==> config.mk <==
export PLATFORM = sky130hd
export DESIGN_NAME = seq_divider_param_flat
export DESIGN_NICKNAME = d
export VERILOG_FILES = /design/src/rtl/seq_divider_param_if.sv /design/src/rtl/seq_divider_param.sv /design/src/flat_wrapper.sv
export SDC_FILE = /design/constraint.sdc
export NUM_CORES = 1
export LEC_CHECK = 0
export BUFFER_PORTS_ARGS = -buffer_cell sky130_fd_sc_hd__buf_2
export CAP_MARGIN = 40
export CORE_ASPECT_RATIO = 0.5
export CORE_MARGIN = 2
export CORE_UTILIZATION = 35
export DETAILED_ROUTE_END_ITERATION = 6
export GPL_ROUTABILITY_DRIVEN = 0
export PLACE_DENSITY_LB_ADDON = 0.25
export SLEW_MARGIN = 20
export SYNTH_ARGS = -nofsm -noshare
export SYNTH_HDL_FRONTEND = slang
export SYNTH_SLANG_ARGS = --single-unit
export TNS_END_PERCENT = 100
==> constraint.sdc <==
create_clock -name clk -period 2.2 [get_ports clk]
set_clock_uncertainty 0.05 [all_clocks]
set_input_delay 0.44 -clock clk [delete_from_list [all_inputs] [get_ports clk]]
set_output_delay 0.44 -clock clk [all_outputs]
set_load 0.02 [all_outputs]
==> src/rtl/seq_divider_param_if.sv <==
// rtl/seq_divider_param_if.sv - start/busy/done operand and result bundle for seq_divider_param
//
// Purpose: groups the divider's request operands and registered results.
// Ports (signals):
//   start, signed_mode, dividend, divisor    request side, driven by the master
//   quotient, remainder                      registered results, driven by the divider
//   busy, done, div_by_zero, overflow        status, driven by the divider
// Modports: master (controller side), slave (divider side).

interface seq_divider_param_if #(
  parameter int WIDTH = 8
);
  logic             start;
  logic             signed_mode;
  logic [WIDTH-1:0] dividend;
  logic [WIDTH-1:0] divisor;
  logic [WIDTH-1:0] quotient;
  logic [WIDTH-1:0] remainder;
  logic             busy;
  logic             done;
  logic             div_by_zero;
  logic             overflow;

  modport master (
    output start, signed_mode, dividend, divisor,
    input  quotient, remainder, busy, done, div_by_zero, overflow
  );

  modport slave (
    input  start, signed_mode, dividend, divisor,
    output quotient, remainder, busy, done, div_by_zero, overflow
  );
endinterface

==> src/rtl/seq_divider_param.sv <==
// rtl/seq_divider_param.sv - parametrised multicycle restoring divider, signed/unsigned per operation
//
// Purpose: divides WIDTH-bit operands one quotient bit per cycle (MSB first).
//   Divide-by-zero and signed MIN/-1 finish on the acceptance edge without
//   iterating; all other operations take WIDTH+1 edges from acceptance to result.
// Ports:
//   clk    system clock, rising edge
//   rst_n  asynchronous active-low reset
//   bus    seq_divider_param_if.slave: start/signed_mode/dividend/divisor in,
//          quotient/remainder/busy/done/div_by_zero/overflow out

module seq_divider_param #(
  parameter int WIDTH = 8
) (
  input logic                 clk,
  input logic                 rst_n,
  seq_divider_param_if.slave  bus
);

  localparam int CNT_W = $clog2(WIDTH + 1);
  localparam logic [WIDTH-1:0] MIN_VAL = {1'b1, {(WIDTH-1){1'b0}}};

  typedef enum logic [1:0] {
    IDLE = 2'd0,
    RUN  = 2'd1,
    FIX  = 2'd2
  } state_e;

  state_e           state_q;
  logic [CNT_W-1:0] cnt_q;
  // dvd_q starts as |dividend| and shifts left each step; quotient bits
  // enter at the bottom, so after WIDTH steps it holds the magnitude quotient.
  logic [WIDTH-1:0] dvd_q;
  logic [WIDTH-1:0] dvs_q;
  logic [WIDTH-1:0] rem_q;
  logic             q_neg_q;
  logic             r_neg_q;

  logic [WIDTH-1:0] quo_q;
  logic [WIDTH-1:0] rmd_q;
  logic             busy_q;
  logic             done_q;
  logic             dz_q;
  logic             ov_q;

  // Operand decode at acceptance
  logic             dvd_sign;
  logic             dvs_sign;
  logic [WIDTH-1:0] dvd_mag;
  logic [WIDTH-1:0] dvs_mag;
  logic             is_zero;
  logic             is_ovf;

  assign dvd_sign = bus.signed_mode & bus.dividend[WIDTH-1];
  assign dvs_sign = bus.signed_mode & bus.divisor[WIDTH-1];
  // |MIN| = 2^(WIDTH-1) is representable as an unsigned WIDTH-bit magnitude.
  assign dvd_mag  = dvd_sign ? (~bus.dividend + 1'b1) : bus.dividend;
  assign dvs_mag  = dvs_sign ? (~bus.divisor + 1'b1) : bus.divisor;
  assign is_zero  = (bus.divisor == '0);
  assign is_ovf   = bus.signed_mode && (bus.dividend == MIN_VAL) && (bus.divisor == '1);

  // One restoring step: P = {R, next dividend bit}; subtract if it fits.
  logic [WIDTH:0]   p_d;
  logic [WIDTH:0]   diff_d;
  logic             ge_d;
  logic [WIDTH-1:0] rem_d;
  logic [WIDTH-1:0] dvd_d;
  logic             unused_diff_msb;

  always_comb begin
    p_d    = {rem_q, dvd_q[WIDTH-1]};
    diff_d = p_d - {1'b0, dvs_q};
    ge_d   = (p_d >= {1'b0, dvs_q});
    rem_d  = ge_d ? diff_d[WIDTH-1:0] : p_d[WIDTH-1:0];
    dvd_d  = {dvd_q[WIDTH-2:0], ge_d};
  end

  // The partial remainder after a step is always below the divisor, so the
  // top bit of the kept difference is zero.
  assign unused_diff_msb = diff_d[WIDTH];

  always_ff @(posedge clk or negedge rst_n) begin
    if (!rst_n) begin
      state_q <= IDLE;
      cnt_q   <= '0;
      dvd_q   <= '0;
      dvs_q   <= '0;
      rem_q   <= '0;
      q_neg_q <= 1'b0;
      r_neg_q <= 1'b0;
      quo_q   <= '0;
      rmd_q   <= '0;
      busy_q  <= 1'b0;
      done_q  <= 1'b0;
      dz_q    <= 1'b0;
      ov_q    <= 1'b0;
    end else begin
      done_q <= 1'b0;
      case (state_q)
        IDLE: begin
          if (bus.start) begin
            dz_q <= 1'b0;
            ov_q <= 1'b0;
            if (is_zero) begin
              quo_q  <= '1;
              rmd_q  <= bus.dividend;
              dz_q   <= 1'b1;
              done_q <= 1'b1;
            end else if (is_ovf) begin
              quo_q  <= MIN_VAL;
              rmd_q  <= '0;
              ov_q   <= 1'b1;
              done_q <= 1'b1;
            end else begin
              dvd_q   <= dvd_mag;
              dvs_q   <= dvs_mag;
              rem_q   <= '0;
              q_neg_q <= dvd_sign ^ dvs_sign;
              r_neg_q <= dvd_sign;
              cnt_q   <= CNT_W'(WIDTH);
              busy_q  <= 1'b1;
              state_q <= RUN;
            end
          end
        end
        RUN: begin
          dvd_q <= dvd_d;
          rem_q <= rem_d;
          cnt_q <= cnt_q - 1'b1;
          if (cnt_q == CNT_W'(1)) begin
            state_q <= FIX;
          end
        end
        FIX: begin
          // Sign fix-up: quotient truncates toward zero, remainder follows dividend.
          quo_q   <= q_neg_q ? (~dvd_q + 1'b1) : dvd_q;
          rmd_q   <= r_neg_q ? (~rem_q + 1'b1) : rem_q;
          busy_q  <= 1'b0;
          done_q  <= 1'b1;
          state_q <= IDLE;
        end
        default: begin
          state_q <= IDLE;
        end
      endcase
    end
  end

  assign bus.quotient    = quo_q;
  assign bus.remainder   = rmd_q;
  assign bus.busy        = busy_q;
  assign bus.done        = done_q;
  assign bus.div_by_zero = dz_q;
  assign bus.overflow    = ov_q;

endmodule

==> src/flat_wrapper.sv <==
// flat-port wrapper written by rule: the top's interface ports become plain ports
module seq_divider_param_flat 
#(
  parameter int WIDTH = 8
)
  (clk, rst_n, bus_start, bus_signed_mode, bus_dividend, bus_divisor, bus_quotient, bus_remainder, bus_busy, bus_done, bus_div_by_zero, bus_overflow);
  seq_divider_param_if #(.WIDTH(WIDTH)) bus_i ();
  input logic clk;
  input logic rst_n;
  input wire logic [$bits(bus_i.start)-1:0] bus_start;
  input wire logic [$bits(bus_i.signed_mode)-1:0] bus_signed_mode;
  input wire logic [$bits(bus_i.dividend)-1:0] bus_dividend;
  input wire logic [$bits(bus_i.divisor)-1:0] bus_divisor;
  output wire logic [$bits(bus_i.quotient)-1:0] bus_quotient;
  output wire logic [$bits(bus_i.remainder)-1:0] bus_remainder;
  output wire logic [$bits(bus_i.busy)-1:0] bus_busy;
  output wire logic [$bits(bus_i.done)-1:0] bus_done;
  output wire logic [$bits(bus_i.div_by_zero)-1:0] bus_div_by_zero;
  output wire logic [$bits(bus_i.overflow)-1:0] bus_overflow;
  assign bus_i.start = bus_start;
  assign bus_i.signed_mode = bus_signed_mode;
  assign bus_i.dividend = bus_dividend;
  assign bus_i.divisor = bus_divisor;
  assign bus_quotient = bus_i.quotient;
  assign bus_remainder = bus_i.remainder;
  assign bus_busy = bus_i.busy;
  assign bus_done = bus_i.done;
  assign bus_div_by_zero = bus_i.div_by_zero;
  assign bus_overflow = bus_i.overflow;
  seq_divider_param #(.WIDTH(WIDTH)) u_core (.clk(clk), .rst_n(rst_n), .bus(bus_i));
endmodule
* After elaboration in Yosys (flattened, before gate mapping) *
Cells that the tools add are included.

operators by class
  reduce and logical (&&, ||, !) cells = 12
  eq/ne operators = 10
  add/sub/neg operators = 6
  multiplexer cells = 40
  bitwise gates (word level) = 9
  magnitude comparators = 1

operators by type and width
  kind                                                                      number
  8-bit two-way mux                                                         17
  8-bit one-hot mux with 2 select lines                                     4
  8-bit by 1-bit adder with 8-bit output (second input constant)            4
  8-bit NOT                                                                 4
  8-bit equality test (second input constant)                               2
  4-bit AND reduction                                                       4
  4-bit two-way mux                                                         3
  9-bit by 8-bit greater-or-equal comparator with 1-bit output              1
  8-bit logical NOT                                                         1
  1-bit two-way mux                                                         8
  2-bit two-way mux                                                         4
  4-bit one-hot mux with 2 select lines                                     1
  8-bit subtractor                                                          1
  2-bit inequality test (second input constant)                             3
  4-bit by 1-bit equality test with 1-bit output (second input constant)    1
  1-bit one-hot mux with 2 select lines                                     2
  2-bit one-hot mux with 2 select lines                                     1
  2-bit nonzero test                                                        2
  4-bit by 1-bit subtractor with 4-bit output (second input constant)       1
  3-bit by 1-bit inequality test with 1-bit output (second input constant)  1
  3-bit AND reduction                                                       1
  1-bit AND                                                                 2
  2-bit by 1-bit equality test with 1-bit output (second input constant)    1
  2-bit equality test (second input constant)                               1
  other kinds (6)                                                           8

storage, ports and cells
  bits of input ports = 20
  output and inout bits = 20
  word-level logic and storage cells = 91
  flip-flop bits (word level) = 52

* Longest topological paths before layout *
  depth in word-level cells = 7
  gate-level depth with buffers = 12
  depth with buffers taken out = 10

* Worst setup path after synthesis *
Ideal clock, no wire load.

  kind = register to register
  from = register u_core.rem_q[2]
  to = register u_core.rem_q[4]
  stages on the path, launching flop included = 9
  data arrival time = 2.197 ns
  data required time = 2.023 ns
  buffers on the path = 1
  clock period less this slack = 2.374 ns
  path slack = -0.174 ns
  library setup time = 0.127 ns
  cell sequence = dfrtp_1 -> ha_1 -> a21o_1 -> a21oi_1 -> o21ai_0 -> o31ai_1 -> clkbuf_1 -> mux2i_1 -> o2bb2ai_1

between the ends
  cells in the longest elaborated chain, start to end = 3
  elaborated cells on any way between the ends = 4
  classes of those cells = add/sub (1); order compare (1); mux (2)

ends and longest elaborated chain
  what                                                                                              line                                              source
  from (decl)                                                                                       seq_divider_param.sv:35                           logic [WIDTH-1:0] rem_q;
  from (signal assigned)                                                                            seq_divider_param.sv:128                          rem_q <= rem_d;
  8-bit subtractor or 9-bit by 8-bit greater-or-equal comparator with 1-bit output (tied branches)  seq_divider_param.sv:72, seq_divider_param.sv:73
  8-bit two-way mux *                                                                               seq_divider_param.sv:74                           rem_d = ge_d ? diff_d[WIDTH-1:0] : p_d[WIDTH-1:0];
  8-bit one-hot mux with 2 select lines *                                                           seq_divider_param.sv:99                           case (state_q)

Every way passes the cells marked *; elsewhere a longest branch is shown, timed or not.
A chain may end at the register's enable or synchronous reset.

* Final worst setup path *
  from = input port bus_dividend[2]
  to = register u_core.quo_q[5], in the netlist u_core.bus.quotient[5]

between the ends
  cells in the longest elaborated chain, start to end = 5

ends and longest elaborated chain
  what                                                               line                      source
  from (decl)                                                        flat_wrapper.sv:12        input wire logic [$bits(bus_i.dividend)-1:0] bus_dividend;
  8-bit equality test                                                seq_divider_param.sv:60   assign is_ovf = bus.signed_mode && (bus.dividend == MIN_VAL) && (bus.divisor == '1);
  1-bit logical AND (2 in a row)                                     seq_divider_param.sv:60
  3-bit by 1-bit inequality test with 1-bit output (no source line)  -
  3-bit AND reduction (no source line)                               -
  to (signal assigned)                                               seq_divider_param.sv:136  quo_q <= q_neg_q ? (~dvd_q + 1'b1) : dvd_q;
  to (decl)                                                          seq_divider_param.sv:39   logic [WIDTH-1:0] quo_q;

Every way passes these cells.

==> impl.org <==
** Detailed routing
- For this run, the detailed router's first-pass iteration total came to 5.
- Routed vias :: 2951
- Post-detailed-route wirelength per cell :: 15.2 um
- Dividing the detail-routed via count by the number of cells gives 5.10.
- Antenna Violating Nets Remaining :: 0
- After the first detailed-routing iteration, the DRC count stood at 136.
- For this block, the routed nets add up to 8820 um of wire.
- After detailed routing, the number of remaining DRC violations is 0.

** Clock tree
- The H-tree was split into 2 levels.
- Clock tree from TritonCTS :: done
- The clock passes through at most 2 buffers.
- Clock root buffer master :: clkbuf_16
- The clock reaches the later pin of the worst-skew pair after 0.29 ns.
- Hold-fix buffer count after cts :: 0
- Clock slew at the register clock pins of the worst setup and hold paths :: 0.07 ns
- Buffers inserted during clock tree synthesis total 5.
- CTS saw 52 sinks.

** Worst setup path
- The critical path is of the input port to flop type.
- Traced cell by cell, the critical path runs through buf_2 -> or3_4 -> or4b_4 -> o21a_4 -> nor2_8 -> nor2_4 -> a221o_1.
- Broken down by cell family, the worst path's largest delay share belongs to simple AND/OR/NAND/NOR gates.
- Element type at the critical path start :: input port
- Number of buffer and inverter stages on the critical path :: 1
- Setup crit end kind :: flop
- Worst endpoint required time :: 2.33 ns
- In this run the worst path has a maximum fanout of 6.
- Data arrives at the worst endpoint at 2.30 ns.
- Delay of the slowest critical-path stage :: 0.56 ns
- Among all stages on the critical path, the largest delay is contributed by or4b_4.

** STA
- Final critical-path required period :: 2.17 ns
- Highest clock frequency the design can meet :: 462 MHz
- TNS Setup :: 0 ns
- Setup repair after global routing could not meet its margin everywhere.
- Endpoints failing setup :: 0
- The max-slew violation count is 0.
- The final-report hold violation count is 0.
- Final critical-path share of the clock period :: 0.985
- At the pin with the least slew margin, the transition time is 0.619 ns.
- Measured against its own limit, the worst slew margin works out to 0.587.

** Power
- The analysis attributes to cell leakage a power of 0.00205 uW.
- Switching power :: 2620 uW
- Power density over the cells :: 1440 mW/mm2
- Of the total power, the share spent switching nets is 0.432.
- The worst-case IR drop observed on VDD is 0.505 mV.
- Of the total power, combinational logic draws 0.586.
- Clock share of power :: 0.125
- The internal portion of the total power is 3450 uW.
- Of the total power, registers draw 0.289.

** Synthesis
- Count of yosys warnings during synthesis :: 0
- Number of unique standard cell types used by synthesis :: 50
- The number of nets handed over by synthesis was 402.
- The synthesized design contains 0 enable-type register cells.
- Avg Synthesized Cell Area :: 8.96 um2
- Share of the yosys chip area belonging to registers :: 0.397
- After technology mapping, the gate count stands at 366.
- Counting flops with an async set or reset pin after synthesis yields a share of 1.00.
- Number of synthesized register bits :: 52
- Commonest register cell after synthesis :: dfrtp_1
- Netlist area before placement :: 0.00328 mm2

** Global route
- Antenna violations before repair :: 0
- For this run, the total global-route usage over all layers was measured as 0.181.
- Congestion Overflow GR :: 0
- The first global-routing pass estimated 14400 um of wire.
- Maximum number of pins on one net before global-route repair :: 29
- Number of global-route vias before repair :: 2881

** Placement
- Detailed placement finished with a half-perimeter wire length of 7010 um.
- Once placement completed, the tool counted placed cells totaling 568.
- I/O Buffers :: 39

** Die
- The die is 141 um wide.
- Row generation in the floorplan step produced 24 rows.
- Top-level I/O count :: 40
- From bottom edge to top edge, the die measures 72.4 um.
- The die covers 0.0102 mm2.
- The total area inside the core boundary comes to 0.00889 mm2.
- For this configuration, the core starts out at a cell density of 0.369.

** Layout
- The count of cells in the finished layout, fillers not included, comes to 579.
- Layout cells sized above 1 :: 0.290
- The top cell types in the final layout, fill and taps aside, are 61 x buf_4, 52 x dfrtp_1, 42 x nand2_1.
- For this run, the share of the core covered by cells in the final layout is 0.475.
- Number of antenna diodes :: 0
- The final layout contains 498 nets.
- Most common cell after layout, fill and taps aside :: buf_4
- Number of filler cells placed in the layout :: 874
- Compared with the post-synthesis result, the final layout area differs by 28.8%.

** Status
- The run finished with clean final reports.

** Job
- Number of max-cap violations :: 0

** Worst hold path
- The min-delay analysis places its worst path in the category input port to async pin.
[power groups by stage]
stage | Combinational, uW | Sequential, uW | Clock [uW]
2_1_floorplan | 2120 | 1870 | 0
3_3_place_gp | 3260 | 1760 | 0
3_5_place_dp | 3300 | 1760 | 0
4_1_cts | 3330 | 1750 | 776
5_1_grt | 3960 | 1810 | 817
6_report | 3560 | 1750 | 756
[kinds of logic after synthesis]
logic type | synth area share
buf+inv | 0.0462
compound gates | 0.173
fa+ha+maj | 0.0634
xor+xnor | 0.0802
flops | 0.397
simple gates | 0.200
mux | 0.0397
[final timing paths]
check,start,depth (start not counted),to,slack (ns)
hold reg to reg,u_core.bus.overflow$_DFFE_PN0P_,2,u_core.bus.overflow$_DFFE_PN0P_,0.43
setup / recovery,bus_dividend[2],7,u_core.bus.quotient[5]$_DFFE_PN0P_,0.03
hold / removal,rst_n,1,u_core.bus.remainder[6]$_DFFE_PN0P_,0.11
max in group asynchronous,rst_n,2,u_core.state_q[1]$_DFFE_PN0P_,1.42
setup reg to reg,u_core.dvd_q[7]$_DFFE_PN0P_,10,u_core.rem_q[6]$_DFFE_PN0P_,0.10
min in group clk,bus_start,3,u_core.bus.busy$_DFFE_PN0P_,0.41
[synth_stat cells, types with 4 or more instances]
library cell | count | area [um2]
dfrtp_1 | 52 | 1300
clkbuf_1 | 8 | 30.0
o21ai_1 | 5 | 25.0
nor2_1 | 38 | 143
ha_1 | 15 | 188
xor2_1 | 14 | 123
mux2i_1 | 13 | 130
nor2b_1 | 6 | 37.5
nand2_1 | 42 | 158
xnor2_1 | 16 | 140
a21oi_1 | 10 | 50.1
or3_1 | 5 | 31.3
a211oi_1 | 4 | 30.0
o31ai_1 | 7 | 52.6
inv_1 | 21 | 78.8
nor3_1 | 9 | 45.0
a22oi_1 | 5 | 37.5
a31oi_1 | 7 | 43.8
o21ai_0 | 25 | 125
nand3_1 | 19 | 95.1
[flip-flops by register name (all words and copies together) (netlist names)]
signal                  flops
u_core.bus.div_by_zero      1
u_core.bus.done             1
u_core.bus.remainder        8
u_core.q_neg_q              1
u_core.dvs_q                8
u_core.cnt_q                4
u_core.bus.busy             1
u_core.bus.quotient         8
u_core.dvd_q                8
u_core.r_neg_q              1
u_core.state_q              2
u_core.bus.overflow         1
u_core.rem_q                8
[routing by layer]
layer | wire length, um | GRT usage
met1 | 4360 | 0.260
met4 | 87 | 0.0333
met2 | 3750 | 0.283
met5 | 0 | 0
met3 | 616 | 0.0436
[layout make-up]
cell class	instances	area (um2)	share of cell area
clock inverter	2	12.5	0.00296
inverter	22	87.6	0.0207
multi-input combinational	279	1870	0.443
tap	117	146	0.0347
clock buffer	5	125	0.0296
sequential	52	1300	0.308
timing repair buffer	102	678	0.161
[timing repair]
item,4_1_cts,5_1_grt
hold endpoints to repair,0,0
pin swaps,0,4
gates resized for setup,2,17
buffers inserted,0,3
cloned,0,1
endpoints found under the setup margin,2,15
[stage by stage]
stage	total power [uW]	hold WS [ns]	instance area, um2	worst slack (ns)
floorplan	3990	0.0944	3300	-0.0777
global placement	5020	0.414	4020	-0.245
detailed placement	5060	0.418	4020	-0.304
CTS	5850	0.119	4160	0.00172
global route	6590	0.152	4220	-0.0252
finish	6070	0.107	4220	0.0334
(Power assumes the default switching activity.)
